**config.mk**
```make
export PLATFORM = sky130hd
export DESIGN_NAME = hazard_filter
export DESIGN_NICKNAME = d
export VERILOG_FILES = /design/src/rtl/hazard_filter.sv
export SDC_FILE = /design/constraint.sdc
export NUM_CORES = 1
export LEC_CHECK = 0
export CORE_MARGIN = 2
export CORE_UTILIZATION = 46
export CTS_BUF_LIST = sky130_fd_sc_hd__clkbuf_4 sky130_fd_sc_hd__clkbuf_8
export DETAILED_ROUTE_END_ITERATION = 8
export PLACE_DENSITY_LB_ADDON = 0.3
export SETUP_SLACK_MARGIN = 0.5
export SYNTH_ARGS = -nofsm -noshare
export SYNTH_HDL_FRONTEND = slang
export SYNTH_SLANG_ARGS = --single-unit
```
**constraint.sdc**
```tcl
create_clock -name CLK -period 1.18 [get_ports CLK]
set_input_delay 0.236 -clock CLK [delete_from_list [all_inputs] [get_ports CLK]]
set_output_delay 0.236 -clock CLK [all_outputs]
set_load 0.01 [all_outputs]
```
**src/rtl/hazard_filter.sv**
```systemverilog
// hazard_filter: synchronise a raw level, accept it after STABLE_CYCLES stable samples, count rejected glitches
module hazard_filter #(
  parameter int STABLE_CYCLES = 3,
  parameter int CNT_W = 8
) (
  input  logic             CLK,
  input  logic             nRESET,
  input  logic             din,
  input  logic             clr_cnt,
  output logic             y,
  output logic             rise,
  output logic             fall,
  output logic             busy,
  output logic [CNT_W-1:0] glitch_cnt
);
  localparam int CW = $clog2(STABLE_CYCLES + 1);
  if (STABLE_CYCLES < 1) begin : g_bad_stable
    $error("hazard_filter: STABLE_CYCLES must be >= 1");
  end
  typedef enum logic {STABLE, PENDING} state_t;
  state_t state, state_nx;
  logic [CW-1:0] cnt, cnt_nx;
  logic s1, s2, y_nx, glitch;
  // two-flop synchroniser; only s2 is trusted downstream
  always_ff @(posedge CLK or negedge nRESET)
    if (!nRESET) {s1, s2} <= '0;
    else {s1, s2} <= {din, s1};
  // next state: a mismatch run either reaches the threshold or reverts as a glitch
  always_comb begin
    state_nx = state;
    cnt_nx = cnt;
    y_nx = y;
    glitch = 1'b0;
    if (state == STABLE) begin
      if (s2 != y) begin
        if (STABLE_CYCLES == 1) y_nx = s2;
        else begin
          state_nx = PENDING;
          cnt_nx = CW'(1);
        end
      end
    end else if (s2 == y) begin
      glitch = 1'b1;
      state_nx = STABLE;
      cnt_nx = '0;
    end else if (cnt == CW'(STABLE_CYCLES - 1)) begin
      y_nx = s2;
      state_nx = STABLE;
      cnt_nx = '0;
    end else cnt_nx = cnt + CW'(1);
  end
  // registered state, level, edge pulses and saturating glitch counter
  always_ff @(posedge CLK or negedge nRESET)
    if (!nRESET) begin
      state <= STABLE;
      cnt <= '0;
      y <= 1'b0;
      rise <= 1'b0;
      fall <= 1'b0;
      busy <= 1'b0;
      glitch_cnt <= '0;
    end else begin
      state <= state_nx;
      cnt <= cnt_nx;
      y <= y_nx;
      rise <= y_nx & ~y;
      fall <= ~y_nx & y;
      busy <= state_nx == PENDING;
      glitch_cnt <= clr_cnt ? '0 : (glitch && glitch_cnt != '1) ? glitch_cnt + 1'b1 : glitch_cnt;
    end
endmodule

```
* Yosys cells after proc, flatten, opt, wreduce, memory -nomap -nowiden
Cells that the tools add are included.
** Word-level totals
- Bits in registers :: 16
- Input bits :: 4
- Logic and storage cells :: 36
- Output and inout port bits :: 12
** Cells by class
- Add/sub/neg operators :: 2
- Equal/unequal tests :: 4
- Reductions and logical operators :: 3
- Bitwise gates (word level) :: 4
- Muxes and demuxes :: 15
** Operators by type and width (count)
- two-way mux 8 bit :: 2
- two-way mux 1 bit :: 9
- adder 8 x 1 -> 8 bit, second input constant :: 1
- two-way mux 2 bit :: 4
- != test 8 bit, second input constant :: 1
- nonzero test 2 bit :: 2
- adder 2 x 1 -> 2 bit, second input constant :: 1
- bitwise AND 1 bit :: 2
- == test 2 bit, second input constant :: 1
- NOT 1 bit :: 2
- == test 1 bit :: 1
- logical AND 1 bit :: 1
- != test 1 bit :: 1

* Longest topological paths before layout
- Depth in word-level cells :: 6
- Mapped depth :: 5
- Gate-level depth less buffers :: 5

* Least setup slack after synthesis
Ideal clock, no wire load.
- Path kind :: register -> register
- Start point :: register glitch_cnt[0]
- End point :: register glitch_cnt[1]
- Arrival :: 1238 ps
- Cell stages (with the launch flop) :: 6
- Setup time :: 132 ps
- Buffers on the path :: 0
- Slack :: -189 ps
- Clock period less this slack :: 1369 ps
- Required time :: 1048 ps
- Path through :: dfrtp_1 > ha_1 > nand3_1 > o211ai_1 > mux2i_1 > nor2_1
** Between the ends
- Longest elaborated chain between the ends :: 3
- Elaborated cells on any way between the ends :: 6
- Those cells by class :: add/sub (1); eq/ne (1); mux (2); reduce/logical (2)
** RTL lines
- start: declaration :: line 14 : output logic [CNT_W-1:0] glitch_cnt
- start signal: assignment :: line 69 : glitch_cnt <= clr_cnt ? '0 : (glitch && glitch_cnt != '1) ? glitch_cnt + 1'b1 : glitch_cnt;
- adder 8 x 1 -> 8 bit / != test 8 bit (equally long branches) :: line 69
- two-way mux 8 bit / logical AND 1 bit (equally long branches) :: line 69
- two-way mux 8 bit / nonzero test 2 bit (equally long branches)
Several ways; a longest one is shown, not always the timed one. The select of a mux whose other input is x is not followed.
A chain may end at the register's enable or synchronous reset.

* Worst setup path in the final report
- Start point :: register y
- End point :: register glitch_cnt[3]
** Between the ends
- Longest elaborated chain between the ends :: 5
** RTL lines
- start: declaration :: line 10 : output logic y,
- start signal: assignment :: line 65 : y <= y_nx;
- == test 1 bit :: line 42 : end else if (s2 == y) begin
- two-way mux 1 bit :: line 42
- two-way mux 1 bit :: line 34 : if (state == STABLE) begin
- logical AND 1 bit :: line 69
- nonzero test 2 bit (no line)
Every way passes these cells.

==> summary.md <==
| Metric | Value |
|---|---|
| 1st-iter DRT viols | `22` |
| HPWL after DPL | `approximately 1200 um` |
| Global Route Usage Sum | `25.3%` |
| Failing checks | `negative setup slack` |
| Core box area | `0.00151 mm2` |
| Routed len/inst | `19.1 um` |
| Total wire length | `2560 um` |
| Via count | `about 760` |
| Period utilization | `117%` |
| H-tree levels | `1` |
| Syn-to-layout area delta | `77.9%` |
| Gp weighted congestion | `between 0.8 and 0.9` |
| Yosys cell types | `30` |
| Synthesized cell area | `between 700 and 800 um2` |
| Post-synth top flop | `dfrtp_1` |
| Synth top area cells | `dfrtp_1 (54%), nor3_2 (4.0%), a21oi_1 (2.7%)` |
| Async SR Flop Fraction | `100%` |
| Fin nets | `124` |
| Fin. max-slew vios | `0` |
| Slew margin rel. | `83.2%` |
| HP Class | `input pin to async pin` |
| Post-synth EDFFs | `0` |
| Largest area contributor in the netlist | `dfrtp_1` |
| Drt pass-1 iters | `4` |
| Global route overflow | `0` |
| Vias in the first global route | `761` |
| Finished Layout Cells | `134` |
| WP data arrival | `roughly 1.6 ns` |
| Crit start category | `register` |
| Worst VDD drop | `1.53 mV` |
| Clock sink total | `16` |
| Clk buf depth | `2` |
| FMAX | `roughly 730 MHz` |
| Hold bufs inserted after CTS | `0` |
| Post-route ant nets | `0` |
| RSZ-0062 raised after global routing | `true` |
| Synthesized instance count | `66` |
| Dpl cells | `roughly 110` |
| LEAKAGE | `around 0.63 nW` |
| Worst EP required | `1.40 ns` |
| Inserted Clock Buffers | `3` |
| Placed cell area | `~0.0011 mm2` |
| Syn_nets | `71` |
| Seq cells post-synth | `16` |
| Num ports | `16` |
| DRC | `0` |
| Synth warnings | `0` |
| Final hold vios | `0` |
| Die area | `0.00196 mm2` |
| Row Count | `14` |
| Clk slew on worst S/H paths | `0.10 ns` |
| Avg Vias per Cell | `5.69` |
| Root buf cell | `clkbuf_4` |
| Worst Setup End Kind | `register` |
| Synth cell count leaders | `dfrtp_1 (16), nor2_1 (5), a21oi_1 (4), nand2_1 (4)` |
| Largest net degree at the start of global routing | `17` |
| Die H | `between 40 and 50 um` |
| Setup slack after layout | `-0.197 ns` |
| CTS tree | `built` |
| Register area share after synthesis | `53.7%` |
| Hold WS | `between 0.2 and 0.3 ns` |
| Power per Cell Area | `roughly 1800 mW/mm2` |
| WS Path Type | `register to register` |
| Worst-skew pair later-pin latency | `~0.30 ns` |
| I/O Buffers | `15` |
| Final setup vio count | `14` |
| Syn Area/Cell | `11.3 um2` |
| Yosys top cell area share | `about 54%` |
| Die width | `44.3 um` |
| Maximum fanout along the worst path | `3` |
| Final Skew | `~0.0074 ns` |
| Global-route wire length before repair | `about 3500 um` |
| Ant. Diodes | `0` |
| Max-cap violations | `0` |
| Layout cells sized above 1 | `a little over three fifths` |
| Final Instance Area | `0.00133 mm2` |
| Count leader, synth | `dfrtp_1` |
| Slew @ Worst Pin | `0.251 ns` |
| Final total power | `approximately 2.3 mW` |
| Initial antenna violation count | `0` |
| Status | `finished, violations left` |
| Period minus WS final | `around 1.4 ns` |
| Initial cell density of the core | `49.5%` |
[final timing paths]
check	start	to	slack (ns)	cells after the start
worst max-delay path	y$_DFF_PN0_	glitch_cnt[3]$_DFFE_PN0P_	-0.20	6
worst min-delay path	nRESET	rise$_DFF_PN0_	0.27	2
worst max register to register	y$_DFF_PN0_	glitch_cnt[3]$_DFFE_PN0P_	-0.20	6
worst min register to register	s1$_DFF_PN0_	s2$_DFF_PN0_	0.38	0
max in group asynchronous	nRESET	glitch_cnt[4]$_DFFE_PN0P_	0.70	2
min in group CLK	din	s1$_DFF_PN0_	0.36	1
[metal layers]
metal  part of all wire (%)  wire length (um)  up-vias  track usage (%)
li1                       -                 -      353                -
met1                     42              1070      381             30.3
met2                     52              1340       25             42.6
met3                    4.5               116        4             4.90
met4                    1.1                29        0             13.9
met5                      0                 0        -                0
[layout by cell type, fill, tap and decap left out, types with 2 or more instances in the layout]
| cell type | count |
|---|---|
| dfrtp_2 | 5 |
| buf_6 | 13 |
| nor3b_2 | 2 |
| nand4_1 | 2 |
| o21a_1 | 2 |
| nand2_1 | 4 |
| clkdlybuf4s50_1 | 3 |
| a31oi_1 | 2 |
| a21oi_1 | 3 |
| nor3_2 | 2 |
| buf_2 | 7 |
| clkbuf_4 | 3 |
| dfrtp_1 | 11 |
| nand3b_1 | 2 |
| a211oi_2 | 2 |
| buf_4 | 26 |
| nor2_1 | 4 |
| nand3_2 | 2 |
[worst max-delay path, cell delays in order (launching register included)]
cell and delay (ns):
dfrtp_2 0.44, buf_12 0.14, xor2_4 0.16, buf_6 0.14
nor2_4 0.12, a21oi_2 0.08, a211oi_2 0.21
[flip-flops by register name (all words and copies together), names as in the netlist]
| signal | flops |
|---|---|
| cnt | 2 |
| rise | 1 |
| y | 1 |
| glitch_cnt | 8 |
| fall | 1 |
| s2 | 1 |
| state | 1 |
| s1 | 1 |
[final cells by class]
class | count | area, um2
multi-input cells | 47 | 433
repair buffers | 50 | 427
flip-flops and latches | 16 | 407
fillers | 74 | 180
clock buffers | 4 | 36.3
well taps | 16 | 20.0
inverters | 1 | 3.75
[cell families after synthesis]
group,share of synthesized area [%]
flip-flops,53.7
multiplexers,2.85
XOR/XNOR,3.52
AO/OA/AOI/OAI,12.4
AND/OR/NAND/NOR,23.3
buffers and inverters,2.52
adder cells (fa/ha/maj),1.68
[report_power, final]
part | total (mW) | internal, mW | switching (mW)
clock network | 0.383 | 0.188 | 0.195
registers | 0.756 | 0.657 | 0.0986
logic | 1.19 | 0.739 | 0.455
[stage by stage]
stage / setup WS [ns] / setup TNS [ns] / utilization [%]
after floorplan: -0.176 / -0.618 / -
after global placement: -0.137 / -0.668 / 71.1
after detailed placement: -0.167 / -0.957 / 71.1
after CTS: -0.190 / -1.47 / 81.1
after global routing: -0.277 / -2.34 / 88.0
final: -0.197 / -1.59 / 88.0
[what timing repair did]
item / 4_1_cts / 5_1_grt
setup endpoints to repair: 26 / 26
setup buffers: 9 / 7
pin swaps: 6 / 12
resized for setup: 66 / 11
Note: power is estimated with default switching activity, not from simulation.
